--- src/rtl/decode_pkg.sv ---
// Shared opcodes, FSM state type and IR field-offset helpers for the decode stage.
package decode_pkg;

  localparam int unsigned OPC_W = 8;

  localparam logic [OPC_W-1:0] OPC_NOP  = 8'd0;
  localparam logic [OPC_W-1:0] OPC_LW   = 8'd1;
  localparam logic [OPC_W-1:0] OPC_SW   = 8'd2;
  localparam logic [OPC_W-1:0] OPC_ADD  = 8'd3;
  localparam logic [OPC_W-1:0] OPC_SUB  = 8'd4;
  localparam logic [OPC_W-1:0] OPC_ADDI = 8'd5;

  typedef enum logic [1:0] {
    ST_EMPTY = 2'd0,
    ST_FULL  = 2'd1,
    ST_STALL = 2'd2
  } stage_state_e;

  // Total instruction width for selector width r and immediate width i.
  function automatic int unsigned ir_width(input int unsigned r, input int unsigned i);
    return OPC_W + 2 * r + i;
  endfunction

  // LSB of the write selector in LW/ADDI/ADD/SUB (directly below the opcode).
  function automatic int unsigned ws_lsb(input int unsigned r, input int unsigned i);
    return r + i;
  endfunction

  // LSB of the immediate in LW/ADDI (above rs1).
  function automatic int unsigned imm_i_lsb(input int unsigned r);
    return r;
  endfunction

  // LSB of the immediate in SW (above rs1 and rs2).
  function automatic int unsigned imm_s_lsb(input int unsigned r);
    return 2 * r;
  endfunction

endpackage

--- src/rtl/decode_stage_if.sv ---
// Upstream IR handshake plus downstream decoded-field handshake of the decode stage.
interface decode_stage_if
  import decode_pkg::*;
#(
  parameter int unsigned REG_SEL_W = 4,
  parameter int unsigned IMM_W     = 16
);
  localparam int unsigned IR_W = ir_width(REG_SEL_W, IMM_W);

  logic                 i_valid;
  logic                 o_ready;
  logic [IR_W-1:0]      i_ir;
  logic                 o_valid;
  logic                 i_ready;
  logic [OPC_W-1:0]     o_opcode;
  logic                 o_re1;
  logic                 o_re2;
  logic [REG_SEL_W-1:0] o_rs1;
  logic [REG_SEL_W-1:0] o_rs2;
  logic                 o_we;
  logic [REG_SEL_W-1:0] o_ws;
  logic                 o_ie;
  logic [IMM_W-1:0]     o_id;
  logic                 o_illegal;

  modport master (
    output i_valid, i_ir, i_ready,
    input  o_ready, o_valid, o_opcode, o_re1, o_re2, o_rs1, o_rs2,
           o_we, o_ws, o_ie, o_id, o_illegal
  );

  modport slave (
    input  i_valid, i_ir, i_ready,
    output o_ready, o_valid, o_opcode, o_re1, o_re2, o_rs1, o_rs2,
           o_we, o_ws, o_ie, o_id, o_illegal
  );

endinterface

--- src/rtl/decode_fields.sv ---
// Combinational IR -> decoded fields; unknown opcodes decode as NOP with illegal set.
module decode_fields
  import decode_pkg::*;
#(
  parameter  int unsigned REG_SEL_W = 4,
  parameter  int unsigned IMM_W     = 16,
  localparam int unsigned IR_W      = ir_width(REG_SEL_W, IMM_W)
) (
  input  logic [IR_W-1:0]      ir,
  output logic [OPC_W-1:0]     opcode,
  output logic                 re1,
  output logic                 re2,
  output logic [REG_SEL_W-1:0] rs1,
  output logic [REG_SEL_W-1:0] rs2,
  output logic                 we,
  output logic [REG_SEL_W-1:0] ws,
  output logic                 ie,
  output logic [IMM_W-1:0]     id,
  output logic                 illegal
);
  localparam int unsigned WS_LSB  = ws_lsb(REG_SEL_W, IMM_W);
  localparam int unsigned IMI_LSB = imm_i_lsb(REG_SEL_W);
  localparam int unsigned IMS_LSB = imm_s_lsb(REG_SEL_W);

  logic [OPC_W-1:0] opc_raw;

  assign opc_raw = ir[IR_W-1 -: OPC_W];

  // Field extraction per instruction format; unused fields stay zero.
  always_comb begin
    opcode  = opc_raw;
    re1     = 1'b0;
    re2     = 1'b0;
    rs1     = '0;
    rs2     = '0;
    we      = 1'b0;
    ws      = '0;
    ie      = 1'b0;
    id      = '0;
    illegal = 1'b0;
    case (opc_raw)
      OPC_NOP: ;
      OPC_LW, OPC_ADDI: begin
        ws  = ir[WS_LSB +: REG_SEL_W];
        id  = ir[IMI_LSB +: IMM_W];
        rs1 = ir[0 +: REG_SEL_W];
        re1 = 1'b1;
        ie  = 1'b1;
        we  = 1'b1;
      end
      OPC_SW: begin
        id  = ir[IMS_LSB +: IMM_W];
        rs1 = ir[REG_SEL_W +: REG_SEL_W];
        rs2 = ir[0 +: REG_SEL_W];
        re1 = 1'b1;
        re2 = 1'b1;
        ie  = 1'b1;
      end
      OPC_ADD, OPC_SUB: begin
        ws  = ir[WS_LSB +: REG_SEL_W];
        rs1 = ir[REG_SEL_W +: REG_SEL_W];
        rs2 = ir[0 +: REG_SEL_W];
        re1 = 1'b1;
        re2 = 1'b1;
        we  = 1'b1;
      end
      default: begin
        opcode  = OPC_NOP;
        illegal = 1'b1;
      end
    endcase
  end

endmodule

--- src/rtl/decode_stage.sv ---
// Registered decode stage: output register, valid/ready handshake, load-use
// scoreboard with bubble insertion. Optional sticky illegal-opcode trap when
// DECODE_STAGE_ILLEGAL_TRAP_EN is defined.
module decode_stage
  import decode_pkg::*;
#(
  parameter int unsigned REG_SEL_W      = 4,
  parameter int unsigned IMM_W          = 16,
  parameter int unsigned LOAD_USE_STALL = 1
) (
  input  logic           i_clk,
  input  logic           i_reset_n,
  decode_stage_if.slave  bus
);
  localparam int unsigned CNT_W = $clog2(LOAD_USE_STALL + 1);

  stage_state_e         state_q;
  stage_state_e         state_d;
  logic [CNT_W-1:0]     cnt_q;
  logic [REG_SEL_W-1:0] ld_ws_q;
  logic                 trap;

  logic [OPC_W-1:0]     f_opcode;
  logic                 f_re1;
  logic                 f_re2;
  logic [REG_SEL_W-1:0] f_rs1;
  logic [REG_SEL_W-1:0] f_rs2;
  logic                 f_we;
  logic [REG_SEL_W-1:0] f_ws;
  logic                 f_ie;
  logic [IMM_W-1:0]     f_id;
  logic                 f_illegal;

  logic                 out_valid;
  logic                 advance;
  logic                 match_out;
  logic                 match_ld;
  logic                 hazard;
  logic                 ready;
  logic                 accept;
  logic                 xfer;

  decode_fields #(
    .REG_SEL_W (REG_SEL_W),
    .IMM_W     (IMM_W)
  ) u_fields (
    .ir      (bus.i_ir),
    .opcode  (f_opcode),
    .re1     (f_re1),
    .re2     (f_re2),
    .rs1     (f_rs1),
    .rs2     (f_rs2),
    .we      (f_we),
    .ws      (f_ws),
    .ie      (f_ie),
    .id      (f_id),
    .illegal (f_illegal)
  );

  assign out_valid   = (state_q == ST_FULL);
  assign xfer        = out_valid && bus.i_ready;
  assign bus.o_valid = out_valid;
  assign bus.o_ready = ready;

  // Handshake, hazard detection and next-state selection.
  always_comb begin
    advance   = !out_valid || bus.i_ready;
    match_out = (f_re1 && (f_rs1 == bus.o_ws)) || (f_re2 && (f_rs2 == bus.o_ws));
    match_ld  = (f_re1 && (f_rs1 == ld_ws_q)) || (f_re2 && (f_rs2 == ld_ws_q));
    hazard    = bus.i_valid &&
                ((out_valid && (bus.o_opcode == OPC_LW) && match_out) ||
                 ((cnt_q != '0) && match_ld));
    ready     = advance && !hazard && !trap;
    accept    = bus.i_valid && ready;
    state_d   = state_q;
    if (advance) begin
      if (accept) begin
        state_d = ST_FULL;
      end else if (hazard) begin
        state_d = ST_STALL;
      end else begin
        state_d = ST_EMPTY;
      end
    end
  end

  // Stage state register.
  always_ff @(posedge i_clk) begin
    if (!i_reset_n) begin
      state_q <= ST_EMPTY;
    end else begin
      state_q <= state_d;
    end
  end

  // Decoded-field output register; loads only on accept, holds otherwise.
  always_ff @(posedge i_clk) begin
    if (!i_reset_n) begin
      bus.o_opcode <= '0;
      bus.o_re1    <= 1'b0;
      bus.o_re2    <= 1'b0;
      bus.o_rs1    <= '0;
      bus.o_rs2    <= '0;
      bus.o_we     <= 1'b0;
      bus.o_ws     <= '0;
      bus.o_ie     <= 1'b0;
      bus.o_id     <= '0;
    end else if (accept) begin
      bus.o_opcode <= f_opcode;
      bus.o_re1    <= f_re1;
      bus.o_re2    <= f_re2;
      bus.o_rs1    <= f_rs1;
      bus.o_rs2    <= f_rs2;
      bus.o_we     <= f_we;
      bus.o_ws     <= f_ws;
      bus.o_ie     <= f_ie;
      bus.o_id     <= f_id;
    end
  end

  // Load scoreboard: remembers the last transferred LW target for the stall window.
  always_ff @(posedge i_clk) begin
    if (!i_reset_n) begin
      cnt_q   <= '0;
      ld_ws_q <= '0;
    end else if (xfer && (bus.o_opcode == OPC_LW)) begin
      cnt_q   <= CNT_W'(LOAD_USE_STALL);
      ld_ws_q <= bus.o_ws;
    end else if (cnt_q != '0) begin
      cnt_q   <= cnt_q - CNT_W'(1);
    end
  end

`ifdef DECODE_STAGE_ILLEGAL_TRAP_EN
  logic trap_q;

  assign trap = trap_q;

  // Illegal flag register and sticky trap set when an illegal instr transfers.
  always_ff @(posedge i_clk) begin
    if (!i_reset_n) begin
      bus.o_illegal <= 1'b0;
      trap_q        <= 1'b0;
    end else begin
      if (accept) begin
        bus.o_illegal <= f_illegal;
      end
      if (xfer && bus.o_illegal) begin
        trap_q <= 1'b1;
      end
    end
  end
`else
  logic unused_illegal;

  assign trap           = 1'b0;
  assign bus.o_illegal  = 1'b0;
  assign unused_illegal = f_illegal;
`endif

endmodule

--- src/flat_wrapper.sv ---
// flat-port wrapper written by rule: the top's interface ports become plain ports
module decode_stage_flat import decode_pkg::*;
#(
  parameter int unsigned REG_SEL_W      = 4,
  parameter int unsigned IMM_W          = 16,
  parameter int unsigned LOAD_USE_STALL = 1
)
  (i_clk, i_reset_n, bus_i_valid, bus_i_ir, bus_i_ready, bus_o_ready, bus_o_valid, bus_o_opcode, bus_o_re1, bus_o_re2, bus_o_rs1, bus_o_rs2, bus_o_we, bus_o_ws, bus_o_ie, bus_o_id, bus_o_illegal);
  decode_stage_if #(.REG_SEL_W(REG_SEL_W), .IMM_W(IMM_W)) bus_i ();
  input  logic i_clk;
  input  logic i_reset_n;
  input wire logic [$bits(bus_i.i_valid)-1:0] bus_i_valid;
  input wire logic [$bits(bus_i.i_ir)-1:0] bus_i_ir;
  input wire logic [$bits(bus_i.i_ready)-1:0] bus_i_ready;
  output wire logic [$bits(bus_i.o_ready)-1:0] bus_o_ready;
  output wire logic [$bits(bus_i.o_valid)-1:0] bus_o_valid;
  output wire logic [$bits(bus_i.o_opcode)-1:0] bus_o_opcode;
  output wire logic [$bits(bus_i.o_re1)-1:0] bus_o_re1;
  output wire logic [$bits(bus_i.o_re2)-1:0] bus_o_re2;
  output wire logic [$bits(bus_i.o_rs1)-1:0] bus_o_rs1;
  output wire logic [$bits(bus_i.o_rs2)-1:0] bus_o_rs2;
  output wire logic [$bits(bus_i.o_we)-1:0] bus_o_we;
  output wire logic [$bits(bus_i.o_ws)-1:0] bus_o_ws;
  output wire logic [$bits(bus_i.o_ie)-1:0] bus_o_ie;
  output wire logic [$bits(bus_i.o_id)-1:0] bus_o_id;
  output wire logic [$bits(bus_i.o_illegal)-1:0] bus_o_illegal;
  assign bus_i.i_valid = bus_i_valid;
  assign bus_i.i_ir = bus_i_ir;
  assign bus_i.i_ready = bus_i_ready;
  assign bus_o_ready = bus_i.o_ready;
  assign bus_o_valid = bus_i.o_valid;
  assign bus_o_opcode = bus_i.o_opcode;
  assign bus_o_re1 = bus_i.o_re1;
  assign bus_o_re2 = bus_i.o_re2;
  assign bus_o_rs1 = bus_i.o_rs1;
  assign bus_o_rs2 = bus_i.o_rs2;
  assign bus_o_we = bus_i.o_we;
  assign bus_o_ws = bus_i.o_ws;
  assign bus_o_ie = bus_i.o_ie;
  assign bus_o_id = bus_i.o_id;
  assign bus_o_illegal = bus_i.o_illegal;
  decode_stage #(.REG_SEL_W(REG_SEL_W), .IMM_W(IMM_W), .LOAD_USE_STALL(LOAD_USE_STALL)) u_core (.i_clk(i_clk), .i_reset_n(i_reset_n), .bus(bus_i));
endmodule
--- config.mk ---
export PLATFORM = sky130hd
export DESIGN_NAME = decode_stage_flat
export DESIGN_NICKNAME = d
export VERILOG_FILES = /design/src/rtl/decode_pkg.sv /design/src/rtl/decode_stage_if.sv /design/src/rtl/decode_fields.sv /design/src/rtl/decode_stage.sv /design/src/flat_wrapper.sv
export SDC_FILE = /design/constraint.sdc
export NUM_CORES = 1
export LEC_CHECK = 0
export ABC_CLOCK_PERIOD_IN_PS = 4200
export CORE_UTILIZATION = 35
export CTS_CLUSTER_SIZE = 14
export DETAILED_ROUTE_END_ITERATION = 8
export GPL_TIMING_DRIVEN = 1
export SYNTH_ARGS = -nofsm -noshare
export SYNTH_HDL_FRONTEND = slang
export SYNTH_SLANG_ARGS = --single-unit
--- constraint.sdc ---
create_clock -name i_clk -period 4.2 [get_ports i_clk]
set_clock_uncertainty 0.15 [all_clocks]
set_input_delay 0.84 -clock i_clk [delete_from_list [all_inputs] [get_ports i_clk]]
set_output_delay 0.84 -clock i_clk [all_outputs]
set_load 0.02 [all_outputs]
==> qor.yml <==
routing:
  wl_per_cell_um: 14.9
  vias_per_cell: 5.11
  drt.antenna.violating_nets: 0
  postRouteWirelength_um: 7760
  drcViolationCount: 0
  detail_route.iter0.violations: 120
  vias: 2667
  drt-pass1-iter-count: 4
setup_path:
  critical_path.max_stage_delay_ns: 0.54
  worstPathArrival_ns: 3.10
  critical_path_peak_fanout: 2
  startpoint_type: "input port"
  worstPathRequired_ns: 3.21
  timing.critical_path.slowest_stage_cell: "sky130_fd_sc_hd__or4_4"
  timing.critical_path.max_delay_family: "simple AND/OR/NAND/NOR gates"
  crit_path_end_kind: "output pin"
  setup.worst_path.class: "in2out"
  worstPathBufferInverterCount: 2
  crit_path_cell_trace: "buf_6 -> or4_4 -> nor4b_4 -> o311ai_1 -> or4_1 -> a2111o_1 -> o211ai_1 -> a21oi_1 -> buf_4"
floorplanning:
  die_y_um: 89.7
  floorplan.core_area_um2: 7330
  core.rowCount: 31
  die_area_um2: 8050
  start_util_pct: 36.7
  die_w_um: 89.7
  design.portCount: 79
sta:
  fin_crit_sh_pct: 97.5
  final_report_setup_violation_count: 0
  grt_setup_unrepaired: "false"
  finalHoldViolCount: 0
  final.min_clock_period_ns: 4.09
  timing.slew.headroom_pct: 56.0
  finalSetupTns_ns: 0
  report.final.slew_viol_count: 0
  achievable-frequency_mhz: 244
  setup_slack_ns: 0.106
  tightestPinTransition_ns: 0.654
global_routing:
  grt_pass1_vias: 2498
  grt_overflow_total: 0
  grt_use_total_pct: 19.6
  grt_start_max_net_pins: 61
  antenna_found_initial: 0
  wire_length_of_the_first_global_routing_pass_um: 12800
clock_tree:
  cts-buffers-inserted: 5
  clk_transition_reported_paths_ns: 0.09
  cts_num_sinks: 47
  cts-root-to-sink-buffers: 2
  cts.root.buffer_cell: "sky130_fd_sc_hd__clkbuf_8"
  cts_tree: "done"
  level_count_of_the_clock_h_tree: 2
  cts_hold_buf: 0
  post-cts-setup-buffers: 0
  worstSkewPairLatency_ns: 0.30
synthesis:
  ys_dominant_reg_cell: "sky130_fd_sc_hd__dfxtp_1"
  yosys_warnings: 0
  synth_seq_cells: 47
  synth_enable_flop_cells: 0
  synth-seq-area-share_pct: 34.9
  postSynth.asyncResetShare_pct: 0
  synth_nets: 359
  postSynthCellCount: 323
  yosys.cell_types.count: 59
  synth_area_um2: 2690
  synthesis.area_per_instance_um2: 8.34
final_layout:
  area_overhead_of_the_layout_relative_to_synthesis_pct: 44.6
  mostFrequentLayoutCell: "sky130_fd_sc_hd__nand2_1"
  antennaDiodeCount: 0
  postLayoutCellArea_um2: 3890
  mostFrequentLayoutCells: "sky130_fd_sc_hd__nand2_1, sky130_fd_sc_hd__clkdlybuf4s50_1, sky130_fd_sc_hd__dfxtp_1"
  finish.net_count: 458
  share_of_layout_cells_above_drive_strength_1_pct: 14.2
pwr:
  power_leakage_nw: 1.55
  total_power_mw: 0.960
  ir_worst_vdd_v: 0.000174
  pwrdens_nw_per_um2: 247
place:
  dpl_worst_slack_ns: -0.611
  number_of_buffer_cells_added_on_primary_ports: 77
  placed_cell_area_um2: 3760
  place.detailed.hpwl_um: 5960
  place_congestion: 0.869
status:
  run_status: "finished, final reports clean"
job:
  maxCapViolCount: 0
hold_path:
  hold_path_class: "reg2reg"
logic make-up (layout without fill, tap and decap cells):
logic type / count (synthesis) / after routing / share of synthesized area, %
simple gates: 140 / 140 / 25.6
compound gates: 58 / 58 / 16.8
flops: 47 / 47 / 34.9
mux: 35 / 35 / 13.0
buf+inv: 33 / 133 / 6.55
xor+xnor: 9 / 9 / 2.93
other cells: 1 / 1 / 0.139
routing by layer:
| layer | wire length [um] | vias up | GRT usage (%) |
|---|---|---|---|
| met5 | 0 | - | 0 |
| met4 | 85 | 0 | 4.51 |
| met3 | 378 | 8 | 3.21 |
| met2 | 3530 | 71 | 31.7 |
| met1 | 3760 | 1248 | 27.4 |
| li1 | - | 1340 | - |
tightest hold or removal path, stage by stage (launching register included):
cell and delay (ns):
sky130_fd_sc_hd__dfxtp_1 0.32, sky130_fd_sc_hd__nand2_1 0.05, sky130_fd_sc_hd__mux2i_1 0.05
synth_stat cells, types with 2 or more instances:
library cell,n,area [um2]
sky130_fd_sc_hd__nand4_1,3,18.8
sky130_fd_sc_hd__nor2_1,9,33.8
sky130_fd_sc_hd__a21boi_0,3,22.5
sky130_fd_sc_hd__a21oi_1,8,40.0
sky130_fd_sc_hd__a31oi_1,3,18.8
sky130_fd_sc_hd__a211oi_1,2,15.0
sky130_fd_sc_hd__buf_4,2,15.0
sky130_fd_sc_hd__nor3_1,3,15.0
sky130_fd_sc_hd__inv_1,8,30.0
sky130_fd_sc_hd__nand2_1,78,293
sky130_fd_sc_hd__a221oi_1,2,17.5
sky130_fd_sc_hd__buf_2,4,20.0
sky130_fd_sc_hd__o21ai_0,3,15.0
sky130_fd_sc_hd__nand4b_1,2,17.5
sky130_fd_sc_hd__dfxtp_1,47,941
sky130_fd_sc_hd__nor4_1,3,18.8
sky130_fd_sc_hd__a22o_1,17,149
sky130_fd_sc_hd__o311ai_1,2,17.5
sky130_fd_sc_hd__and3_1,8,50.1
sky130_fd_sc_hd__and2_1,2,12.5
sky130_fd_sc_hd__nand2b_1,5,31.3
sky130_fd_sc_hd__xor2_1,7,61.3
sky130_fd_sc_hd__a32o_1,2,20.0
sky130_fd_sc_hd__buf_12,2,40.0
sky130_fd_sc_hd__mux2i_1,35,350
sky130_fd_sc_hd__nor2b_1,6,37.5
sky130_fd_sc_hd__clkbuf_1,14,52.6
sky130_fd_sc_hd__a211o_1,2,17.5
sky130_fd_sc_hd__nand3b_1,3,22.5
sky130_fd_sc_hd__nand3_1,8,40.0
sky130_fd_sc_hd__xnor2_1,2,17.5
sequential cells by signal, summed over array words and instances (netlist names), 2 cells and up:
name	count
u_core.bus.o_id	16
u_core.bus.o_opcode	8
u_core.bus.o_rs1	4
u_core.bus.o_rs2	4
u_core.bus.o_ws	4
u_core.ld_ws_q	4
u_core.state_q	2
final cells by class:
type | count | area [um2]
Fill cell | 700 | 3440
Multi-Input combinational cell | 243 | 1590
Timing Repair Buffer | 116 | 1080
Sequential cell | 47 | 941
Tap cell | 99 | 124
Clock buffer | 6 | 82.6
Clock inverter | 2 | 38.8
Inverter | 9 | 33.8
final timing paths:
path / depth (start not counted) / to / slack, ns / start
setup / recovery: 9 / bus_o_ready / 0.11 / bus_i_ir[30]
setup reg to reg: 8 / u_core.bus.o_id[9] / 1.49 / u_core.bus.o_opcode[1]
hold reg to reg: 2 / u_core.bus.o_id[14] / 0.31 / u_core.bus.o_id[14]
hold / removal: 2 / u_core.bus.o_id[14] / 0.31 / u_core.bus.o_id[14]
what timing repair did:
action,in CTS,in global routing
pin swaps,7,6
gates resized for setup,15,9
endpoints found under the setup margin,1,1
where the power goes:
group | total, mW | internal (mW) | switching (mW)
sequential | 0.447 | 0.447 | 0.000760
clock | 0.360 | 0.196 | 0.164
combinational | 0.153 | 0.0792 | 0.0736
total | 0.960 | 0.722 | 0.238
through the flow:
stage | hold WS, ns | util, % | std cells
3_3_place_gp | 0.296 | 51.4 | 514
3_5_place_dp | 0.300 | 51.4 | 514
2_1_floorplan | 0.319 | - | 323
4_1_cts | 0.316 | 52.9 | 522
5_1_grt | 0.338 | 53.1 | 522
6_report | 0.311 | 53.1 | 522
Power figures use the tool's default switching activity.
==> edit (same settings) <==
`REG_SEL_W` is set to 4 in 4 places; all go to 3.
--- a/src/rtl/decode_stage_if.sv
+++ b/src/rtl/decode_stage_if.sv
@@ -2,7 +2,7 @@
 interface decode_stage_if
   import decode_pkg::*;
 #(
-  parameter int unsigned REG_SEL_W = 4,
+  parameter int unsigned REG_SEL_W = 3,
   parameter int unsigned IMM_W     = 16
 );
   localparam int unsigned IR_W = ir_width(REG_SEL_W, IMM_W);
--- a/src/rtl/decode_fields.sv
+++ b/src/rtl/decode_fields.sv
@@ -2,7 +2,7 @@
 module decode_fields
   import decode_pkg::*;
 #(
-  parameter  int unsigned REG_SEL_W = 4,
+  parameter  int unsigned REG_SEL_W = 3,
   parameter  int unsigned IMM_W     = 16,
   localparam int unsigned IR_W      = ir_width(REG_SEL_W, IMM_W)
 ) (
--- a/src/rtl/decode_stage.sv
+++ b/src/rtl/decode_stage.sv
@@ -4,7 +4,7 @@
 module decode_stage
   import decode_pkg::*;
 #(
-  parameter int unsigned REG_SEL_W      = 4,
+  parameter int unsigned REG_SEL_W      = 3,
   parameter int unsigned IMM_W          = 16,
   parameter int unsigned LOAD_USE_STALL = 1
 ) (
--- a/src/flat_wrapper.sv
+++ b/src/flat_wrapper.sv
@@ -1,7 +1,7 @@
 // flat-port wrapper written by rule: the top's interface ports become plain ports
 module decode_stage_flat import decode_pkg::*;
 #(
-  parameter int unsigned REG_SEL_W      = 4,
+  parameter int unsigned REG_SEL_W      = 3,
   parameter int unsigned IMM_W          = 16,
   parameter int unsigned LOAD_USE_STALL = 1
 )
Interface: changed (resized bus_i_ir, bus_o_rs1, bus_o_rs2 and bus_o_ws); port bits go from 79 to 74. The function was not compared with the original's and may differ.
==> edit against the original RTL <==
The run now ends with DRC left. Count of clock-buffer cells in the layout stayed put. Synthesized area down 15%. Power fell by 8.9%. Non-clock buffer count is 12 lower. Sequential cell count decreased by 4. Via count is 17% lower. Cell area decreased by 14%. Worst hold slack improved by 0.0061 ns. Setup slack got worse by 0.0086 ns. Sequential power fell by 5.1%. First-iteration DRC count rose by 17%. Routed wire length is 14% lower. Critical path type unchanged. Largest power group unchanged.
==> edit: results <==
[cts]
clk_pin_slew_ns = 0.08
cts_setup_buffers = 1
clock_sinks = 43
ctsResizeCount = 2

[placed_design]
portBuffers = 72
dp_cells = 402
place_congestion = 0.9121
hpwl_um = 4865
dp_worst_setup_slack_ns = -0.4115

[setup_path]
crit_fanout = 3
rrSetupSlack_ns = 1.37
rr_endpoint = u_core.bus.o_rs2[1]
cp-startpoint = bus_i_ir[28]

[power]
clock_power_share_pct = 31.1
p_int_mw = 0.6322
power.density_nw_per_um2 = 261.5
p_leak_nw = 1.309
vdd_drop_max_mv = 0.1617
p_comb_share_pct = 20.4

[die]
rows = 29

[outcome]
violations = DRC
status = finished, violations left

[global_route]
grt.met3_usage_pct = 4.175
grt_use_met2_pct = 30.85
grt_pass1_wl_um = 10980
grt_usage_pct = 19.77
met1_usage_pct = 27.07
grt_max_degree = 48
grt_pass1_vias = 2195

[detailed_routing]
drc = 2
via_per_inst = 5.371
drt_iter0_markers = 140
post_drt_wl_per_cell_um = 16.10

[worst_hold_path]
min_from = u_core.bus.o_rs2[0]
whs_endpoint = u_core.bus.o_rs2[0]

[cells_and_area]
fill_cells = 607
n_all_buffers = 104
layout.nets = 368
multi_input_gates = 174
layout-drive-gt1-share_pct = 16.12
finalNonFillerCells = 412
clock_cell_area_share_pct = 2.545
stdcell_area_um2 = 3343
buf_share_pct = 29.04

[timing]
worst_hold_slack_ns = 0.3168
setup_ws_ns = 0.09761
worst_pin_slew_ns = 0.7608

[synthesis]
syn_area_per_cell_um2 = 9.292
ys_types = 50
synth_area_leaders = dfxtp_1 38%, mux2i_1 7.4%, a221o_1 7.0%
yosysSeqAreaShare_pct = 37.66
synth_commonest_cells = 43 x dfxtp_1, 36 x nand2_1, 17 x mux2i_1
syn_nets = 280
==> edit: cell types whose count changed in the layout (fill, tap and decap cells not counted), sizes merged, moves of 10 or more <==
| cell | unedited run | this run |
|---|---|---|
| buf | 43 | 33 |
| nand2 | 78 | 36 |
| a22o | 17 | 0 |
| mux2i | 35 | 17 |
| o221a | 0 | 16 |
| a221o | 1 | 16 |
==> edit: critical path: stages <==
cell and delay (ns):
clkdlybuf4s50_1 0.39, or4_4 0.56, a2111oi_4 0.37, o211ai_1 0.14, or4_1 0.43, o211ai_2 0.14, a21oi_2 0.08, buf_4 0.16
==> edit: cells by family after synthesis <==
logic type	after synthesis	share of synthesized area [%]
AND/OR/NAND/NOR	92	22.33
other	1	0.1640
buffers and inverters	29	5.473
flip-flops	43	37.66
XOR/XNOR	9	3.448
AO/OA/AOI/OAI	55	23.48
multiplexers	17	7.444
==> edit: layer usage <==
metal	part of all wire (%)	up-vias
met2	45	65
met3	4.8	12
met4	1.5	0
met5	0	-
met1	48	1043
li1	-	1093
